===== src/rtl/pipeline_ctrl.sv =====
// pipeline_ctrl: central stall/flush controller for the 5-stage pipeline.
// Produces the per-stage stall vector, sequences multi-cycle EX ops
// (mult/div) and steers exception/redirect flushes.
// Optional feature macro: PIPE_FLUSH_EN (flush/redirect logic). When it is
// undefined, flush_req_i/flush_pc_i are ignored and flush_o/new_pc_o are 0.
module pipeline_ctrl #(
  parameter int MC_CNT_W = 6
) (
  input  logic                clk,
  input  logic                rst,
  input  logic                stallreq_id_i,
  input  logic                mc_start_i,
  input  logic [MC_CNT_W-1:0] mc_cycles_i,
  input  logic                stallreq_mem_i,
  input  logic                flush_req_i,
  input  logic [31:0]         flush_pc_i,
  output logic [5:0]          stall_o,
  output logic                flush_o,
  output logic [31:0]         new_pc_o,
  output logic                mc_done_o,
  output logic                busy_o
);

  typedef enum logic [1:0] {
    IDLE = 2'd0,
    BUSY = 2'd1,
    DONE = 2'd2
  } state_t;

  state_t              r_state;
  logic [MC_CNT_W-1:0] r_cnt;
  logic                r_mc_done;
  logic                r_busy;

  logic                w_flush;
  logic [31:0]         w_new_pc;
  logic                w_start_ok;
  logic                w_ex_stall;

`ifdef PIPE_FLUSH_EN
  assign w_flush  = flush_req_i;
  assign w_new_pc = flush_req_i ? flush_pc_i : '0;
`else
  logic w_unused_flush;
  assign w_unused_flush = ^{flush_req_i, flush_pc_i};
  assign w_flush  = 1'b0;
  assign w_new_pc = '0;
`endif

  // A start is taken only outside BUSY, with a nonzero length, and when no
  // flush is dropping it in the same cycle.
  assign w_start_ok = mc_start_i && (mc_cycles_i != '0) &&
                      (r_state != BUSY) && !w_flush;
  assign w_ex_stall = w_start_ok || (r_state == BUSY);

  // Stall vector, highest priority first: flush, MEM wait, EX multi-cycle, ID hazard.
  always_comb begin
    stall_o = '0;
    if (w_flush)
      stall_o = '0;
    else if (stallreq_mem_i)
      stall_o = 6'b011111;
    else if (w_ex_stall)
      stall_o = 6'b001111;
    else if (stallreq_id_i)
      stall_o = 6'b000111;
  end

  // Multi-cycle FSM with counter; done/busy flags registered alongside state.
  always_ff @(posedge clk) begin
    if (rst || w_flush) begin
      r_state   <= IDLE;
      r_cnt     <= '0;
      r_mc_done <= 1'b0;
      r_busy    <= 1'b0;
    end else begin
      case (r_state)
        BUSY: begin
          // The functional unit keeps counting through MEM freezes.
          r_cnt <= r_cnt - MC_CNT_W'(1);
          if (r_cnt == MC_CNT_W'(1)) begin
            r_state   <= DONE;
            r_mc_done <= 1'b1;
            r_busy    <= 1'b0;
          end
        end
        default: begin
          if (w_start_ok) begin
            r_cnt <= mc_cycles_i - MC_CNT_W'(1);
            if (mc_cycles_i == MC_CNT_W'(1)) begin
              r_state   <= DONE;
              r_mc_done <= 1'b1;
              r_busy    <= 1'b0;
            end else begin
              r_state   <= BUSY;
              r_mc_done <= 1'b0;
              r_busy    <= 1'b1;
            end
          end else if ((r_state == DONE) && stallreq_mem_i) begin
            // Result stays valid while MEM holds the pipeline.
            r_state   <= DONE;
            r_mc_done <= 1'b1;
            r_busy    <= 1'b0;
          end else begin
            r_state   <= IDLE;
            r_mc_done <= 1'b0;
            r_busy    <= 1'b0;
          end
        end
      endcase
    end
  end

  assign flush_o   = w_flush;
  assign new_pc_o  = w_new_pc;
  assign mc_done_o = r_mc_done;
  assign busy_o    = r_busy;

endmodule


===== config.mk =====
export PLATFORM = sky130hd
export DESIGN_NAME = pipeline_ctrl
export DESIGN_NICKNAME = d
export VERILOG_FILES = /design/src/rtl/pipeline_ctrl.sv
export SDC_FILE = /design/constraint.sdc
export NUM_CORES = 1
export LEC_CHECK = 0
export BUFFER_PORTS_ARGS = -buffer_cell sky130_fd_sc_hd__buf_2
export CAP_MARGIN = 20
export CELL_PAD_IN_SITES_DETAIL_PLACEMENT = 2
export CELL_PAD_IN_SITES_GLOBAL_PLACEMENT = 2
export CORE_ASPECT_RATIO = 1.2
export CORE_UTILIZATION = 15
export CTS_CLUSTER_SIZE = 30
export DETAILED_ROUTE_END_ITERATION = 8
export PLACE_DENSITY_LB_ADDON = 0.05
export SLEW_MARGIN = 20
export SYNTH_ARGS = -nofsm -noshare
export SYNTH_HDL_FRONTEND = slang
export SYNTH_SLANG_ARGS = --single-unit

===== constraint.sdc =====
create_clock -name clk -period 2.3 [get_ports clk]
set_input_delay 0.345 -clock clk [delete_from_list [all_inputs] [get_ports clk]]
set_output_delay 0.345 -clock clk [all_outputs]
set_load 0.1 [all_outputs]

==> qor.yml <==
antenna_found_initial: 0
period_needed_ns: 2.33
gp_congestion: 0.692
hold_viol_final: 0
critPathLaunch: "mc_cycles_i[0]"
yosysWarnings: 0
clk_latency_ns: 0.23
drive_gt1_share_pct: 31.2
crit_arrival_ns: 1.99
p_leak_nw: 0.523
numPortBuffers: 17
htree_levels: 1
synth-edff-count: 0
antenna_cells: 0
yosysUniqueCellTypes: 34
wl_mm: 2.35
avgSynthCellArea_sq_um: 7.66
drt-pass1-iter-count: 6
setup_ws_ns: -0.0317
p_seq_share_pct: 21.6
yosys.area.top_type: "buf_4"
hpwl_mm: 1.98
drtIter0Drc: 16
synthCells: 112
area_growth_pct: 28.1
hold-worst-slack_ns: 0.406
rows: 29
cts-root-buf: "clkbuf_8"
ant_nets: 0
grt.overflow.total: 0
path_clk_slew_ns: 0.04
io_pins: 85
rsz0062_at_grt: "true"
start_kind: "input port"
drt-vias-per-instance: 3.70
final_nets: 188
p_int_w: 0.000349
synthTopCellsByCount: "37 x buf_4, 10 x nor2_1, 8 x dfxtp_1"
r2r_slack_ns: 0.83
worstMarginPinSlew_ns: 0.506
p_per_area_nw_per_um2: 717
clock_skew_ns: 0.000424
worstHoldPathCells: 2
async_flop_share_pct: 0
ys_seq_elements: 8
clockPowerShare_pct: 21.7
coreArea_sq_um: 5410
grt_pass1_wl_mm: 3.65
relSlewSlack_pct: 66.3
ff2ff_path_depth: 4
cts.sinks: 8
critPathMaxFanout: 3
wl_per_cell_um: 11.8
vdd_drop_max_mv: 0.189
grt_max_degree: 13
r2r_start: "r_state[1]$_SDFFE_PP0P_"
synthFlopType: "dfxtp_1"
cp.required_ns: 1.96
finalSetupViolations: 3
syn-cell-area_sq_um: 858
fmax_ghz: 0.429
cts_tree: "yes"
synthTopCellsByArea: "buf_4 32%, dfxtp_1 19%, ha_1 5.8%, nor2_1 4.4%, nor3_1 2.9%"
start_util_pct: 15.9
place_ws_ns: -0.281
cts_buffers: 3
switchingPower_w: 0.000439
end_kind: "output port"
die_h_um: 84.9
hp-class: "in2reg"
netSwitchingFraction_pct: 55.7
endpoint: "stall_o[0]"
grtUsageTotal_pct: 7.90
maxSlewViolCount: 0
fin_crit_sh_pct: 101
drc: 0
die_w_um: 71.1
vias: 740
clockBufferDepth: 2
pwr-share-comb_pct: 56.7
cap_violations: 0
r2r_end: "r_cnt[3]$_SDFFE_PP0P_"
crit_type: "in2out"
dieArea_sq_um: 6030
final_util_pct: 20.3
status: "finished with violations"
seq_area_frac_synth_pct: 18.7
violations: "negative setup slack"
synth_top_area_share_pct: 32.4
yosys.cell_count.top_type: "buf_4"
grt_pass1_vias: 733
==> per-layer routing <==
metal / GRT usage [%] / share of wire, %
met5: 0 / 0
met1: 8.59 / 40
met2: 14.9 / 55
met4: 2.73 / 0.72
met3: 1.78 / 4.4
==> cells by family after synthesis <==
kind of cell | Yosys count | share of synthesized area, %
xor+xnor | 3 | 3.06
mux | 1 | 1.17
buf+inv | 44 | 35.4
simple gates | 31 | 19.2
flops | 8 | 18.7
other cells | 1 | 0.437
fa+ha+maj | 4 | 5.83
compound gates | 20 | 16.2
==> power by group through the flow <==
| stage | clock network [W] | registers, W | logic [W] |
|---|---|---|---|
| after floorplan | 0 | 0.000187 | 0.000406 |
| after global placement | 0 | 0.000172 | 0.000431 |
| after detailed placement | 0 | 0.000172 | 0.000433 |
| after CTS | 0.000182 | 0.000170 | 0.000446 |
| after global routing | 0.000188 | 0.000172 | 0.000468 |
| final | 0.000171 | 0.000170 | 0.000447 |
==> layout by cell type, fill, tap and decap left out, types with 3 or more instances in the layout <==
| cell | instances |
|---|---|
| conb_1 | 34 |
| buf_4 | 13 |
| buf_2 | 12 |
| nor2_1 | 10 |
| dfxtp_1 | 6 |
| o21ai_0 | 5 |
| nor3_1 | 5 |
| buf_12 | 4 |
| nand3_1 | 3 |
| a31oi_1 | 3 |
| nand2_1 | 3 |
| a21oi_1 | 3 |
| ha_1 | 3 |
| clkbuf_8 | 3 |
==> sequential cells by signal, indices dropped and copies added (netlist names) <==
signal,cells
r_state,2
r_cnt,6
==> timing repair <==
item,in CTS,in global routing
hold endpoints to repair,0,0
setup endpoints to repair,4,3
hold buffers,0,0
pin swaps,4,0
gates resized for setup,17,3
setup buffers,1,1
==> final cells by class <==
type,instances,area [sq um]
Fill cell,642,4310
Multi-Input combinational cell,93,533
Tap cell,62,77.6
Clock buffer,3,41.3
Inverter,4,32.5
Sequential cell,8,163
Timing Repair Buffer,30,253
==> metrics by stage <==
stage               area (sq um)  total power [W]  TNS [ns]  cells
floorplan                   1040         0.000594    -0.899    145
global placement             973         0.000603    -0.837    195
detailed placement           973         0.000606    -0.868    195
CTS                         1080         0.000799    -0.138    199
global route                1100         0.000829    -0.202    200
finish                      1100         0.000788   -0.0942    200
==> worst min path at each step <==
stage                          start                      end  slack [ns]
5_1_grt                          rst  r_state[1]$_SDFFE_PP0P_        0.43
6_report                         rst  r_state[1]$_SDFFE_PP0P_        0.41
3_3_place_gp   r_cnt[4]$_SDFFE_PP0P_    r_cnt[4]$_SDFFE_PP0P_        0.50
2_1_floorplan  r_cnt[4]$_SDFFE_PP0P_    r_cnt[4]$_SDFFE_PP0P_        0.47
4_1_cts                          rst  r_state[1]$_SDFFE_PP0P_        0.42
3_5_place_dp   r_cnt[4]$_SDFFE_PP0P_    r_cnt[4]$_SDFFE_PP0P_        0.51
==> worst max-delay path, cell delays in order <==
cell and delay (ns):
buf_8 0.10, clkinv_4 0.04, ha_4 0.12, or3b_4 0.38, o21a_4 0.21, or3_4 0.33
or2_4 0.28, buf_12 0.17
No activity file was read; power rests on OpenSTA's default activity.
